==> config.mk <==
export PLATFORM = sky130hd
export DESIGN_NAME = stair_scheduler_flat
export DESIGN_NICKNAME = d
export VERILOG_FILES = /design/src/rtl/stair_scheduler_if.sv /design/src/rtl/stair_scheduler.sv /design/src/flat_wrapper.sv
export SDC_FILE = /design/constraint.sdc
export NUM_CORES = 1
export LEC_CHECK = 0
export CAP_MARGIN = 15
export CORE_MARGIN = 1.5
export CORE_UTILIZATION = 50
export DETAILED_ROUTE_END_ITERATION = 6
export DONT_BUFFER_PORTS = 1
export HOLD_SLACK_MARGIN = 0.15
export PLACE_DENSITY = 0.62
export RECOVER_POWER = 25
export SYNTH_ARGS = -nofsm -noshare
export SYNTH_HDL_FRONTEND = slang
export SYNTH_SLANG_ARGS = --single-unit
==> constraint.sdc <==
create_clock -name clock -period 8.05 [get_ports clock]
set_input_delay 1.61 -clock clock [delete_from_list [all_inputs] [get_ports clock]]
set_output_delay 1.61 -clock clock [all_outputs]
set_load 0.05 [all_outputs]
==> src/rtl/stair_scheduler_if.sv <==
// Start-control and pixel-port bundle between a host and stair_scheduler.
interface stair_scheduler_if;
    logic       go;
    logic [7:0] stair0_x;
    logic [7:0] stair1_x;
    logic [6:0] stair0_y;
    logic [6:0] stair1_y;
    logic [7:0] x;
    logic [6:0] y;
    logic [2:0] colour;
    logic       plot;
    logic       stair_sel;
    logic       busy;
    logic       step_pulse;
    logic [2:0] state;

    modport master (
        output go, stair0_x, stair1_x, stair0_y, stair1_y,
        input  x, y, colour, plot, stair_sel, busy, step_pulse, state
    );

    modport slave (
        input  go, stair0_x, stair1_x, stair0_y, stair1_y,
        output x, y, colour, plot, stair_sel, busy, step_pulse, state
    );
endinterface

==> src/rtl/stair_scheduler.sv <==
// Shares one VGA pixel-write port between two stairs: draw both, hold for a
// number of frames, erase both, move both up one row, repeat.
module stair_scheduler #(
    parameter int         STAIR_W         = 40,
    parameter int         STAIR_H         = 5,
    parameter int         FRAME_CYCLES    = 833334,
    parameter int         FRAMES_PER_STEP = 4,
    parameter int         Y_WRAP          = 116,
    parameter logic [2:0] DRAW_COLOUR     = 3'b100
) (
    input logic               clock,
    input logic               reset_n,
    stair_scheduler_if.slave  bus
);
    typedef enum logic [2:0] {
        S_IDLE  = 3'd0,
        S_ARM   = 3'd1,
        S_DRAW  = 3'd2,
        S_WAIT  = 3'd3,
        S_ERASE = 3'd4,
        S_MOVE  = 3'd5
    } state_t;

    localparam logic [7:0]  XO_LAST = 8'(STAIR_W - 1);
    localparam logic [6:0]  YO_LAST = 7'(STAIR_H - 1);
    localparam logic [19:0] FC_LAST = 20'(FRAME_CYCLES - 1);
    localparam logic [15:0] FN_LAST = 16'(FRAMES_PER_STEP - 1);
    localparam logic [6:0]  Y_WRAP_V = 7'(Y_WRAP);

    state_t      state_q, state_d;
    logic [7:0]  sx0_q, sx0_d, sx1_q, sx1_d;
    logic [6:0]  sy0_q, sy0_d, sy1_q, sy1_d;
    logic [7:0]  xo_q, xo_d;
    logic [6:0]  yo_q, yo_d;
    logic        sel_q, sel_d;
    logic [19:0] fcnt_q, fcnt_d;
    logic [15:0] fnum_q, fnum_d;

    logic        plot_s;
    logic [2:0]  colour_s;
    logic [7:0]  x_s;
    logic [6:0]  y_s;

    // State and datapath registers.
    always_ff @(posedge clock or negedge reset_n) begin
        if (!reset_n) begin
            state_q <= S_IDLE;
            sx0_q   <= 8'd0;
            sx1_q   <= 8'd0;
            sy0_q   <= 7'd0;
            sy1_q   <= 7'd0;
            xo_q    <= 8'd0;
            yo_q    <= 7'd0;
            sel_q   <= 1'b0;
            fcnt_q  <= 20'd0;
            fnum_q  <= 16'd0;
        end else begin
            state_q <= state_d;
            sx0_q   <= sx0_d;
            sx1_q   <= sx1_d;
            sy0_q   <= sy0_d;
            sy1_q   <= sy1_d;
            xo_q    <= xo_d;
            yo_q    <= yo_d;
            sel_q   <= sel_d;
            fcnt_q  <= fcnt_d;
            fnum_q  <= fnum_d;
        end
    end

    // Next-state logic: sequencing, raster scan, hold timer and row move.
    always_comb begin
        state_d = state_q;
        sx0_d   = sx0_q;
        sx1_d   = sx1_q;
        sy0_d   = sy0_q;
        sy1_d   = sy1_q;
        xo_d    = xo_q;
        yo_d    = yo_q;
        sel_d   = sel_q;
        fcnt_d  = fcnt_q;
        fnum_d  = fnum_q;
        case (state_q)
            S_IDLE: begin
                if (bus.go) begin
                    state_d = S_ARM;
                end else begin
                    state_d = S_IDLE;
                end
            end
            S_ARM: begin
                if (!bus.go) begin
                    state_d = S_DRAW;
                    sx0_d   = bus.stair0_x;
                    sx1_d   = bus.stair1_x;
                    sy0_d   = bus.stair0_y;
                    sy1_d   = bus.stair1_y;
                    xo_d    = 8'd0;
                    yo_d    = 7'd0;
                    sel_d   = 1'b0;
                end else begin
                    state_d = S_ARM;
                end
            end
            S_DRAW, S_ERASE: begin
                if (xo_q == XO_LAST) begin
                    xo_d = 8'd0;
                    if (yo_q == YO_LAST) begin
                        yo_d  = 7'd0;
                        sel_d = ~sel_q;
                        // Finishing stair 1 ends the pass; the hold timer starts clean.
                        if (sel_q) begin
                            state_d = (state_q == S_DRAW) ? S_WAIT : S_MOVE;
                            fcnt_d  = 20'd0;
                            fnum_d  = 16'd0;
                        end else begin
                            state_d = state_q;
                        end
                    end else begin
                        yo_d = yo_q + 7'd1;
                    end
                end else begin
                    xo_d = xo_q + 8'd1;
                end
            end
            S_WAIT: begin
                if (fcnt_q == FC_LAST) begin
                    fcnt_d = 20'd0;
                    if (fnum_q == FN_LAST) begin
                        state_d = S_ERASE;
                        fnum_d  = 16'd0;
                    end else begin
                        fnum_d = fnum_q + 16'd1;
                    end
                end else begin
                    fcnt_d = fcnt_q + 20'd1;
                end
            end
            S_MOVE: begin
                sy0_d   = (sy0_q == 7'd0) ? Y_WRAP_V : (sy0_q - 7'd1);
                sy1_d   = (sy1_q == 7'd0) ? Y_WRAP_V : (sy1_q - 7'd1);
                state_d = S_DRAW;
            end
            default: begin
                state_d = S_IDLE;
            end
        endcase
    end

    // Moore pixel-port decode from registered state only.
    always_comb begin
        plot_s   = 1'b0;
        colour_s = 3'b000;
        x_s      = 8'd0;
        y_s      = 7'd0;
        if (state_q == S_DRAW || state_q == S_ERASE) begin
            plot_s   = 1'b1;
            colour_s = (state_q == S_DRAW) ? DRAW_COLOUR : 3'b000;
            x_s      = (sel_q ? sx1_q : sx0_q) + xo_q;
            y_s      = (sel_q ? sy1_q : sy0_q) + yo_q;
        end else begin
            plot_s = 1'b0;
        end
    end

    assign bus.plot       = plot_s;
    assign bus.colour     = colour_s;
    assign bus.x          = x_s;
    assign bus.y          = y_s;
    assign bus.stair_sel  = sel_q;
    assign bus.busy       = (state_q == S_DRAW) || (state_q == S_WAIT) ||
                            (state_q == S_ERASE) || (state_q == S_MOVE);
    assign bus.step_pulse = (state_q == S_MOVE);
    assign bus.state      = state_q;

endmodule

==> src/flat_wrapper.sv <==
// flat-port wrapper written by rule: the top's interface ports become plain ports
module stair_scheduler_flat 
#(
    parameter int         STAIR_W         = 40,
    parameter int         STAIR_H         = 5,
    parameter int         FRAME_CYCLES    = 833334,
    parameter int         FRAMES_PER_STEP = 4,
    parameter int         Y_WRAP          = 116,
    parameter logic [2:0] DRAW_COLOUR     = 3'b100
)
  (clock, reset_n, bus_go, bus_stair0_x, bus_stair1_x, bus_stair0_y, bus_stair1_y, bus_x, bus_y, bus_colour, bus_plot, bus_stair_sel, bus_busy, bus_step_pulse, bus_state);
  stair_scheduler_if bus_i ();
  input logic clock;
  input logic reset_n;
  input wire logic [$bits(bus_i.go)-1:0] bus_go;
  input wire logic [$bits(bus_i.stair0_x)-1:0] bus_stair0_x;
  input wire logic [$bits(bus_i.stair1_x)-1:0] bus_stair1_x;
  input wire logic [$bits(bus_i.stair0_y)-1:0] bus_stair0_y;
  input wire logic [$bits(bus_i.stair1_y)-1:0] bus_stair1_y;
  output wire logic [$bits(bus_i.x)-1:0] bus_x;
  output wire logic [$bits(bus_i.y)-1:0] bus_y;
  output wire logic [$bits(bus_i.colour)-1:0] bus_colour;
  output wire logic [$bits(bus_i.plot)-1:0] bus_plot;
  output wire logic [$bits(bus_i.stair_sel)-1:0] bus_stair_sel;
  output wire logic [$bits(bus_i.busy)-1:0] bus_busy;
  output wire logic [$bits(bus_i.step_pulse)-1:0] bus_step_pulse;
  output wire logic [$bits(bus_i.state)-1:0] bus_state;
  assign bus_i.go = bus_go;
  assign bus_i.stair0_x = bus_stair0_x;
  assign bus_i.stair1_x = bus_stair1_x;
  assign bus_i.stair0_y = bus_stair0_y;
  assign bus_i.stair1_y = bus_stair1_y;
  assign bus_x = bus_i.x;
  assign bus_y = bus_i.y;
  assign bus_colour = bus_i.colour;
  assign bus_plot = bus_i.plot;
  assign bus_stair_sel = bus_i.stair_sel;
  assign bus_busy = bus_i.busy;
  assign bus_step_pulse = bus_i.step_pulse;
  assign bus_state = bus_i.state;
  stair_scheduler #(.STAIR_W(STAIR_W), .STAIR_H(STAIR_H), .FRAME_CYCLES(FRAME_CYCLES), .FRAMES_PER_STEP(FRAMES_PER_STEP), .Y_WRAP(Y_WRAP), .DRAW_COLOUR(DRAW_COLOUR)) u_core (.clock(clock), .reset_n(reset_n), .bus(bus_i));
endmodule
### Word level (Yosys, flattened, before mapping)

Index checks and enable logic that the tools add are counted.

| operators by class | value |
|---|---|
| mux-type cells | 44 |
| equality and inequality tests | 15 |
| reductions and logical operators | 19 |
| bitwise logic cells | 2 |
| add/subtract/negate cells | 8 |

Operators by type and width:

| cell | count |
|---|---|
| $mux W16 | 5 |
| $mux W20 | 4 |
| $mux W7 | 9 |
| $pmux W7 S2 | 3 |
| $pmux W20 S2 | 1 |
| $mux W8 | 4 |
| $pmux W16 S2 | 1 |
| $mux W3 | 8 |
| $add A20 B1 Y20 const B | 1 |
| $eq A20 B20 Y1 const B | 1 |
| $add A16 B1 Y16 const B | 1 |
| $eq A16 B2 Y1 const B | 1 |
| $pmux W8 S2 | 1 |
| $pmux W3 S5 | 1 |
| $logic_not A7 Y1 | 2 |
| $sub A7 B1 Y7 const B | 2 |
| $ne A2 B1 Y1 const B | 5 |
| $reduce_and A5 Y1 | 2 |
| $add A8 B1 Y8 const B | 1 |
| $add A8 B8 Y8 | 1 |
| $eq A8 B6 Y1 const B | 1 |
| $reduce_and A4 Y1 | 2 |
| $add A7 B1 Y7 const B | 1 |
| $add A7 B7 Y7 | 1 |
| 15 further kinds | 29 |

| word-level totals | value |
|---|---|
| input port bits | 33 |
| bits in registers | 85 |
| output and inout bits | 25 |

### Logic depth before layout (Yosys ltp)

Gate-level depths: netlist of the first run.

| depth | value |
|---|---|
| depth after elaboration | 6 |
| depth in mapped cells | 12 |
| gate-level depth less buffers | 10 |

### Worst setup path after synthesis of the first run

No wires, ideal clock.

| timing path | value |
|---|---|
| path type | register to output |
| from | reg u_core.sel_q (netlist: u_core.bus.stair_sel) |
| to | out bus_y[6] |
| arrival time | 3.700 ns |
| setup slack | 2.740 ns |
| stages on the path, launching flop included | 13 |
| buffers on the path | 2 |
| path through | dfrtp_1 -> buf_1 -> clkbuf_1 -> nand2_1 -> o21ai_0 -> ha_1 -> inv_1 -> fa_1 -> nor2b_1 -> o21ai_0 -> a21o_1 -> nand3_1 -> nor3b_1 |

| between the ends | value |
|---|---|
| cells in the longest elaborated chain, start to end | 3 |

Ends and longest elaborated chain:

| item | RTL line | text |
|---|---|---|
| from (decl) | stair_scheduler.sv:35 | `logic sel_q, sel_d;` |
| from (signal assigned) | stair_scheduler.sv:65 | `sel_q <= sel_d;` |
| $mux W7 | stair_scheduler.sv:160 | `y_s = (sel_q ? sy1_q : sy0_q) + yo_q;` |
| $add A7 B7 Y7 | stair_scheduler.sv:160 |  |
| $mux W7 | stair_scheduler.sv:156 | `if (state_q == S_DRAW \|\| state_q == S_ERASE) begin` |
| to (decl) | flat_wrapper.sv:21 | `output wire logic [$bits(bus_i.y)-1:0] bus_y;` |

Every way passes these cells.

### Final worst setup path of the first run

| timing path | value |
|---|---|
| from | reg u_core.sel_q (netlist: u_core.bus.stair_sel) |
| to | out bus_x[7] |

| between the ends | value |
|---|---|
| cells in the longest elaborated chain, start to end | 3 |

Ends and longest elaborated chain:

| item | RTL line | text |
|---|---|---|
| $mux W8 | stair_scheduler.sv:159 | `x_s = (sel_q ? sx1_q : sx0_q) + xo_q;` |
| $add A8 B8 Y8 | stair_scheduler.sv:159 |  |
| $mux W8 | stair_scheduler.sv:156 |  |
| to (decl) | flat_wrapper.sv:20 | `output wire logic [$bits(bus_i.x)-1:0] bus_x;` |

Every way passes these cells.

==> results_dict.tcl, run 1 <==
set metrics [dict create \
    track_usage 0.237 \
    tritoncts "built" \
    fin_crit_sh 0.628 \
    ctsResizeCount 0 \
    synth.distinct_cells 77 \
    diodes 0 \
    max_stage_delay_ns 0.70 \
    cp-end-kind "output pin" \
    postCtsSetupRepairBufs 0 \
    rr_endpoint "u_core.fnum_q[3]$_DFFE_PN0P_" \
    crit_end "bus_x[7]" \
    grt_max_degree 86 \
    status "finished clean" \
    fp.dieW_um 108 \
    dieArea_um2 11700 \
    skew_ns 0.0104 \
    die_h_um 108 \
    grt_pass1_vias 4463 \
    cp-start-kind "flop" \
    fp-row-count 38 \
    insertion_delay_ns 0.38 \
    rr_worst_depth 7 \
    final-setup-viol-count 0 \
    finalPower_mw 0.743 \
    area_delta_synth_final_pct 4.70 \
    cp_slowest_cell "nor3b_2" \
    io_pins 58 \
    drv_slew 0 \
    path_max_fanout 8 \
    hold_viol_final 0 \
    whs_ns 0.482 \
    hold_class "flop to flop" \
    synth.avg_cell_area_um2 8.80 \
    yosys_warnings 0 \
    period_needed_ns 5.05 \
    routedWlPerCell_um 16.8 \
    rsz0062_at_grt "no" \
    cts.sinks 85 \
    hpwl_um 8920 \
    first_iter_violations 237 \
    crit_chain "mux2_2 > ha_1 > a21oi_1 > o21ai_0 > a2111oi_0 > nor3_1 > nor3b_2" \
    synth_top_area_share 0.384 \
    htree_levels 3 \
    dr.pass1.iters 4 \
    clockBufferDepth 2 \
    max-slew-margin-rel 0.367 \
    setup_tns_ns 0 \
    cts_made_buffers 9 \
    ctsHoldBuffers 0 \
    port_buffers 0 \
    reg2reg_from "u_core.bus.state[2]$_DFFE_PN0P_" \
    antenna_found_initial 0 \
    vias 4639 \
    post-route-drc-count 0 \
    ys_seq_area_frac 0.384 \
    max_freq_mhz 198 \
    ys_ff_latch 85 \
    grt_pass1_wl_um 21900 \
    required_ns 6.44 \
    peakVddDrop_mv 0.114 \
    criticalPathCategory "flop to output pin" \
    reg2reg_slack_ns 4.23 \
    initial_core_util 0.511 \
    via_per_inst 6.11 \
    dp_slack_ns 3.44 \
    gp_congestion 0.810 \
    drt-total-wl_um 12800 \
    crit_start "u_core.bus.stair_sel$_DFFE_PN0P_" \
    synth_area_um2 5540 \
    cap_violations 0 \
    finalNetCount 672 \
    postRouteAntennaNets 0 \
    power_per_cell_area_nw_per_um2 128 \
    yosys.area.top_type "dfrtp_1" \
    crit_arrival_ns 3.44 \
    synth_area_leaders "dfrtp_1 (38%), nand2_1 (7.0%), ha_1 (5.2%)" \
    p_leak_nw 2.58 \
    synth_edf_count 0 \
    overflow 0 \
    design.core.area_um2 10800 \
    drive_above_1_share 0.0921 \
    fin_ws_ns 3.00 \
    worst_pin_slew_ns 0.946 \
    clock-root-buffer "clkbuf_8" \
    synthArstFlopShare 1.00 \
    synthCells 629 \
    synth_top_flop_cell "dfrtp_1" \
    cts.clk_slew.worst_paths_ns 0.09 \
]
[Yosys cell counts, types with 3 or more instances]
cell,number
a21boi_0,4
a21oi_1,32
nor2_1,36
a221o_1,6
and4_1,4
a22o_1,3
ha_1,23
nor4b_1,3
mux2_2,10
o21ai_0,43
nand2_1,103
o22ai_1,5
nor2b_1,4
a31oi_1,15
inv_1,21
mux2i_1,3
a41oi_1,6
clkbuf_1,10
o31ai_1,5
nand3_1,25
o21a_1,5
and3_1,9
dfrtp_1,85
buf_4,7
buf_2,12
xor2_1,9
xnor2_1,5
and2_1,9
buf_6,3
a211o_1,4
nand4_1,11
a32oi_1,3
a21o_1,6
o2bb2ai_1,3
nor4_1,11
nor3_1,20
nand2b_1,4
nor3b_1,5
or3_1,10
[cell usage in the layout (no fill, tap or decap), types with 6 or more instances in the layout]
cell and instances:
nor2_1 36, and2_1 9, xor2_1 9, a31oi_1 15, nand3_1 25, a41oi_1 6, mux2_2 10, clkbuf_8 9
dfrtp_1 85, or3_1 10, inv_1 21, and3_1 9, nor4_1 11, nor3_1 20, o21ai_0 43, ha_1 23
a21o_1 6, a21oi_1 32, a221o_1 6, nand2_1 103, nand4_1 11
[logic make-up (layout without fill, tap and decap cells)]
family,after synthesis,count (layout),share of synthesized area
XOR/XNOR,15,15,0.0271
multiplexers,13,13,0.0258
other,1,2,0.000677
AND/OR/NAND/NOR,271,271,0.252
AO/OA/AOI/OAI,162,162,0.200
buffers and inverters,57,46,0.0502
flip-flops,85,85,0.384
adder cells (fa/ha/maj),25,25,0.0592
[final cells by class]
class                   instances  area [um^2]
well taps                     140          175
multi-input cells             488         3160
clock inverters                 7         75.1
repair buffers                  6         45.0
inverters                      24         90.1
clock buffers                   9          124
fillers                       991         5040
flip-flops and latches         85         2130
[power breakdown]
group | internal [mW] | switching, mW | total, mW
registers | 0.427 | 0 | 0.427
logic | 0.000156 | 0.00202 | 0.00218
clock network | 0.144 | 0.170 | 0.315
[layer usage]
layer,up-vias,part of all wire,global-route usage
li1,2258,-,-
met1,2299,0.47,0.316
met2,68,0.47,0.387
met3,14,0.038,0.0410
met4,0,0.017,0.0836
met5,-,0,0
[state kept, by name (all words and copies together), names as in the netlist]
signal                count
u_core.sx0_q              8
u_core.xo_q               8
u_core.sy1_q              7
u_core.bus.state          3
u_core.sx1_q              8
u_core.yo_q               7
u_core.bus.stair_sel      1
u_core.sy0_q              7
u_core.fnum_q            16
u_core.fcnt_q            20
[critical path: cells and delay by family (launching register included)]
kind	cells	cell delay (ns)
flops	1	0.56
simple gates	2	0.85
compound gates	3	0.94
fa+ha+maj	1	0.29
mux	1	0.41
[stage by stage]
stage	util	area (um^2)	instances
after floorplan	-	5540	630
after global placement	0.516	5590	742
after detailed placement	0.516	5590	742
after CTS	0.534	5790	758
after global routing	0.535	5800	759
final	0.535	5800	759
[worst min-delay path by stage]
stage	slack, ns	startpoint	depth (start not counted)	endpoint
2_1_floorplan	0.44	u_core.sx1_q[0]$_DFFE_PN0P_	2	u_core.sx1_q[0]$_DFFE_PN0P_
5_1_grt	0.51	u_core.sx1_q[0]$_DFFE_PN0P_	2	u_core.sx1_q[0]$_DFFE_PN0P_
3_5_place_dp	0.46	u_core.sx1_q[0]$_DFFE_PN0P_	2	u_core.sx1_q[0]$_DFFE_PN0P_
4_1_cts	0.48	u_core.sx1_q[0]$_DFFE_PN0P_	2	u_core.sx1_q[0]$_DFFE_PN0P_
6_report	0.48	u_core.sx1_q[1]$_DFFE_PN0P_	2	u_core.sx1_q[1]$_DFFE_PN0P_
3_3_place_gp	0.46	u_core.sx0_q[6]$_DFFE_PN0P_	2	u_core.sx0_q[6]$_DFFE_PN0P_
Note: power is estimated with default switching activity, not from simulation.
==> run 2, diff against run 1 <==
clock period = 5.06 ns   (was 8.05 ns; I/O delays follow)
==> results_dict.tcl, run 2 (same netlist as run 1, synthesis figures left out) <==
set metrics [dict create \
    tritoncts "built" \
    skew_ns 0.0112 \
    crit_chain "mux2_2 > ha_1 > a21oi_1 > o21ai_0 > a2111oi_0 > nor3_1 > nor3b_2 > buf_4" \
    grt_pass1_vias 4401 \
    final-setup-viol-count 0 \
    die_h_um 108 \
    clock-root-buffer "clkbuf_8" \
    cts.sinks 85 \
    hold_viol_final 0 \
    grt_max_degree 86 \
    fp-row-count 38 \
    io_pins 58 \
    via_per_inst 6.01 \
    status "finished clean" \
    first_iter_violations 269 \
    p_leak_nw 2.65 \
    cts_made_buffers 9 \
    antenna_found_initial 0 \
    design.core.area_um2 10800 \
    max-slew-margin-rel 0.394 \
    postCtsSetupRepairBufs 0 \
    post-route-drc-count 0 \
    finalNetCount 681 \
    path_max_fanout 8 \
    hold_class "input port to asynchronous set/reset pin" \
    period_needed_ns 4.04 \
    finalPower_mw 1.24 \
    insertion_delay_ns 0.37 \
    fp.dieW_um 108 \
    drive_above_1_share 0.102 \
    power_per_cell_area_nw_per_um2 211 \
    dieArea_um2 11700 \
    cts.clk_slew.worst_paths_ns 0.09 \
    cp-start-kind "flop" \
    track_usage 0.230 \
    overflow 0 \
    clockBufferDepth 2 \
    vias 4613 \
    cp-end-kind "output pin" \
    multi_input_area_um2 3160 \
    max_freq_mhz 247 \
    worst_pin_slew_ns 0.906 \
    regArea_um2 2130 \
    gp_congestion 0.838 \
    crit_arrival_ns 3.03 \
    setup_tns_ns 0 \
    fin_ws_ns 1.02 \
    area_delta_synth_final_pct 6.42 \
    diodes 0 \
    layout_commonest_cell "nand2_1" \
    peakVddDrop_mv 0.185 \
    layout_common_cells "nand2_1 (103), dfrtp_1 (85), o21ai_0 (43), nor2_1 (36), a21oi_1 (32)" \
    dr.pass1.iters 6 \
    cap_violations 0 \
    ctsResizeCount 0 \
    critPathBufInv 1 \
    routedWlPerCell_um 16.6 \
    postRouteAntennaNets 0 \
    hpwl_um 8850 \
    reg2reg_slack_ns 1.79 \
    port_buffers 0 \
    dp_slack_ns 1.44 \
    initial_core_util 0.511 \
    cp_slowest_cell "dfrtp_1" \
    ctsHoldBuffers 0 \
    reg.largest.list "u_core.fcnt_q: 20 flops, u_core.fnum_q: 16 flops" \
    regMostFlops "u_core.fcnt_q" \
    htree_levels 3 \
    criticalPathCategory "flop to output pin" \
    drt-total-wl_um 12800 \
    fin_crit_sh 0.799 \
    drv_slew 0 \
    rsz0062_at_grt "no" \
    grt_pass1_wl_um 21500 \
    nFillCells 1011 \
    largest_reg_flops 20 \
    required_ns 4.05 \
    max_stage_delay_ns 0.57 \
    cp_top_family "compound AO/OA/AOI/OAI gates" \
]
## run 2: routing by layer
layer,up-vias,share of wire,track usage
li1,2274,-,-
met1,2243,0.47,0.314
met2,83,0.47,0.371
met3,13,0.039,0.0398
met4,0,0.014,0.0761
met5,-,0,0
## run 2: where the power goes
group	internal, mW	switching [mW]	total (mW)
registers	0.679	0	0.679
clock network	0.306	0.254	0.560
logic	0.000248	0.00323	0.00348
total	0.985	0.257	1.24
## run 2: path summary, 6_finish.rpt
path	from	to	cells after the start
worst max-delay path	u_core.bus.stair_sel$_DFFE_PN0P_	bus_x[7]	8
worst min-delay path	reset_n	u_core.sx1_q[5]$_DFFE_PN0P_	0
max in group asynchronous	reset_n	u_core.fnum_q[1]$_DFFE_PN0P_	0
worst max register to register	u_core.bus.state[1]$_DFFE_PN0P_	u_core.fnum_q[4]$_DFFE_PN0P_	8
min in group clock	u_core.sx1_q[3]$_DFFE_PN0P_	u_core.sx1_q[3]$_DFFE_PN0P_	2
worst min register to register	u_core.sx1_q[3]$_DFFE_PN0P_	u_core.sx1_q[3]$_DFFE_PN0P_	2
## run 2: area by class of cell
class | instances | area share
multi-input cells | 488 | 0.536
clock inverters | 3 | 0.0115
clock buffers | 13 | 0.0270
flip-flops and latches | 85 | 0.361
repair buffers | 15 | 0.0191
well taps | 140 | 0.0297
inverters | 24 | 0.0153
## run 2: stage by stage
stage,cell area [um^2],util,hold WS (ns),cells
2_1_floorplan,5540,-,0.440,630
3_3_place_gp,5670,0.523,0.461,752
3_5_place_dp,5670,0.523,0.465,752
4_1_cts,5890,0.544,0.313,768
5_1_grt,5890,0.544,0.302,768
6_report,5890,0.544,0.324,768
==> run 3, diff against run 2 <==
clock period = 3.9 ns   (was 5.06 ns; I/O delays follow)
==> results_dict.tcl, run 3 (same netlist as run 1, synthesis figures left out) <==
set metrics [dict create \
    design.core.area_um2 10800 \
    cts.sinks 85 \
    rsz0062_at_grt "no" \
    p_leak_nw 2.72 \
    fp.dieW_um 108 \
    layout_commonest_cell "nand2_1" \
    fp-row-count 38 \
    initial_core_util 0.511 \
    port_buffers 0 \
    gr-usage-met3 0.0609 \
    dp_slack_ns 0.418 \
    dr.pass1.iters 4 \
    reg.largest.list "u_core.fcnt_q: 20 flops, u_core.fnum_q: 16 flops" \
    htree_levels 3 \
    grtUsageMet2 0.396 \
    max_freq_mhz 273 \
    path_max_fanout 7 \
    dieArea_um2 11700 \
    whs_ns 0.480 \
    hold_class "flop to flop" \
    violations "capacitance limit, slew limit" \
    gp_congestion 0.839 \
    criticalPathCategory "flop to output pin" \
    io_pins 58 \
    use_met1 0.312 \
    dp_cells 764 \
    power_per_cell_area_nw_per_um2 261 \
    largest_reg_flops 20 \
    finalNetCount 694 \
    fin_crit_sh 0.940 \
    peakVddDrop_mv 0.232 \
    skew_ns 0.0125 \
    clock-root-buffer "clkbuf_8" \
    tritoncts "built" \
    drive_above_1_share 0.124 \
    cp-end-kind "output pin" \
    fin_ws_ns 0.232 \
    cp-start-kind "flop" \
    insertion_delay_ns 0.37 \
    grt_max_degree 86 \
    post-route-drc-count 0 \
    max-slew-margin-rel -0.416 \
    area_delta_synth_final_pct 9.29 \
    grt_pass1_vias 4487 \
    status "complete, but fails checks" \
    antenna_found_initial 0 \
    via_per_inst 6.02 \
    drt-total-wl_um 13000 \
    vias 4685 \
    hpwl_um 9050 \
    period_needed_ns 3.67 \
    regArea_um2 2130 \
    regMostFlops "u_core.fcnt_q" \
    cts.clk_slew.worst_paths_ns 0.08 \
    die_h_um 108 \
    cts_made_buffers 9 \
    grt_pass1_wl_um 22000 \
    diodes 0 \
    multi_input_area_um2 3180 \
    clockBufferDepth 2 \
    hold_viol_final 0 \
    postRouteAntennaNets 0 \
    cap_violations 1 \
    worst_pin_slew_ns 2.12 \
    required_ns 3.12 \
    nFillCells 992 \
    drv_slew 86 \
    final-setup-viol-count 0 \
    crit_arrival_ns 2.89 \
    layout_common_cells "nand2_1 (103), dfrtp_1 (84), o21ai_0 (43), nor2_1 (35), a21oi_1 (32)" \
    overflow 0 \
    busiest_layer "met2" \
    routedWlPerCell_um 16.7 \
    final_cells 778 \
    first_iter_violations 174 \
    track_usage 0.239 \
]
==> run 3: critical path: stages, from the launching register on <==
cell,delay (ns)
dfrtp_2,0.50
mux2_2,0.40
ha_1,0.28
a21oi_1,0.18
o21ai_0,0.15
a2111oi_1,0.46
nor3_1,0.16
nor3b_4,0.23
buf_12,0.16
==> run 3: final cells by class <==
cell class              instances  area share
multi-input cells             488       0.525
flip-flops and latches         85       0.352
repair buffers                 28      0.0459
well taps                     140      0.0289
clock buffers                  11      0.0234
inverters                      24      0.0149
clock inverters                 2     0.00993
==> run 3: repair_timing <==
item,CTS,global route
endpoints found under the setup margin,0,3
resized for setup,0,5
hold buffers,1,0
setup buffers,0,0
endpoints found under the hold margin,85,0
==> run 3: report_power, final <==
| part | internal, mW | switching (mW) |
|---|---|---|
| sequential | 0.881 | 0 |
| clock | 0.368 | 0.312 |
| combinational | 0.000602 | 0.0208 |
| total | 1.25 | 0.333 |
==> run 3: per-stage QoR <==
stage	total power, mW	cell area, um^2	utilization	setup TNS (ns)
6_report	1.58	6050	0.558	0
5_1_grt	1.64	6050	0.558	0
4_1_cts	1.60	6060	0.559	0
3_5_place_dp	0.903	5830	0.538	0
3_3_place_gp	0.903	5830	0.538	0
2_1_floorplan	0.904	5560	-	-0.129
==> run 3: final timing paths <==
| path | from | endpoint | slack [ns] | cells after the start |
|---|---|---|---|---|
| max | u_core.bus.stair_sel$_DFFE_PN0P_ | bus_x[7] | 0.23 | 8 |
| min | u_core.sx0_q[1]$_DFFE_PN0P_ | u_core.sx0_q[1]$_DFFE_PN0P_ | 0.48 | 2 |
| max reg2reg | u_core.bus.state[1]$_DFFE_PN0P_ | u_core.fnum_q[3]$_DFFE_PN0P_ | 1.03 | 7 |
| min reg2reg | u_core.sx0_q[1]$_DFFE_PN0P_ | u_core.sx0_q[1]$_DFFE_PN0P_ | 0.48 | 2 |
| max in group asynchronous | reset_n | u_core.bus.stair_sel$_DFFE_PN0P_ | 1.51 | 1 |
| min in group asynchronous | reset_n | u_core.sx1_q[5]$_DFFE_PN0P_ | 1.02 | 1 |
==> run 3: per-layer routing <==
layer | wire length [um] | up-vias
met5 | 0 | -
met4 | 87 | 0
met3 | 543 | 8
met2 | 6400 | 88
met1 | 5930 | 2290
li1 | - | 2299
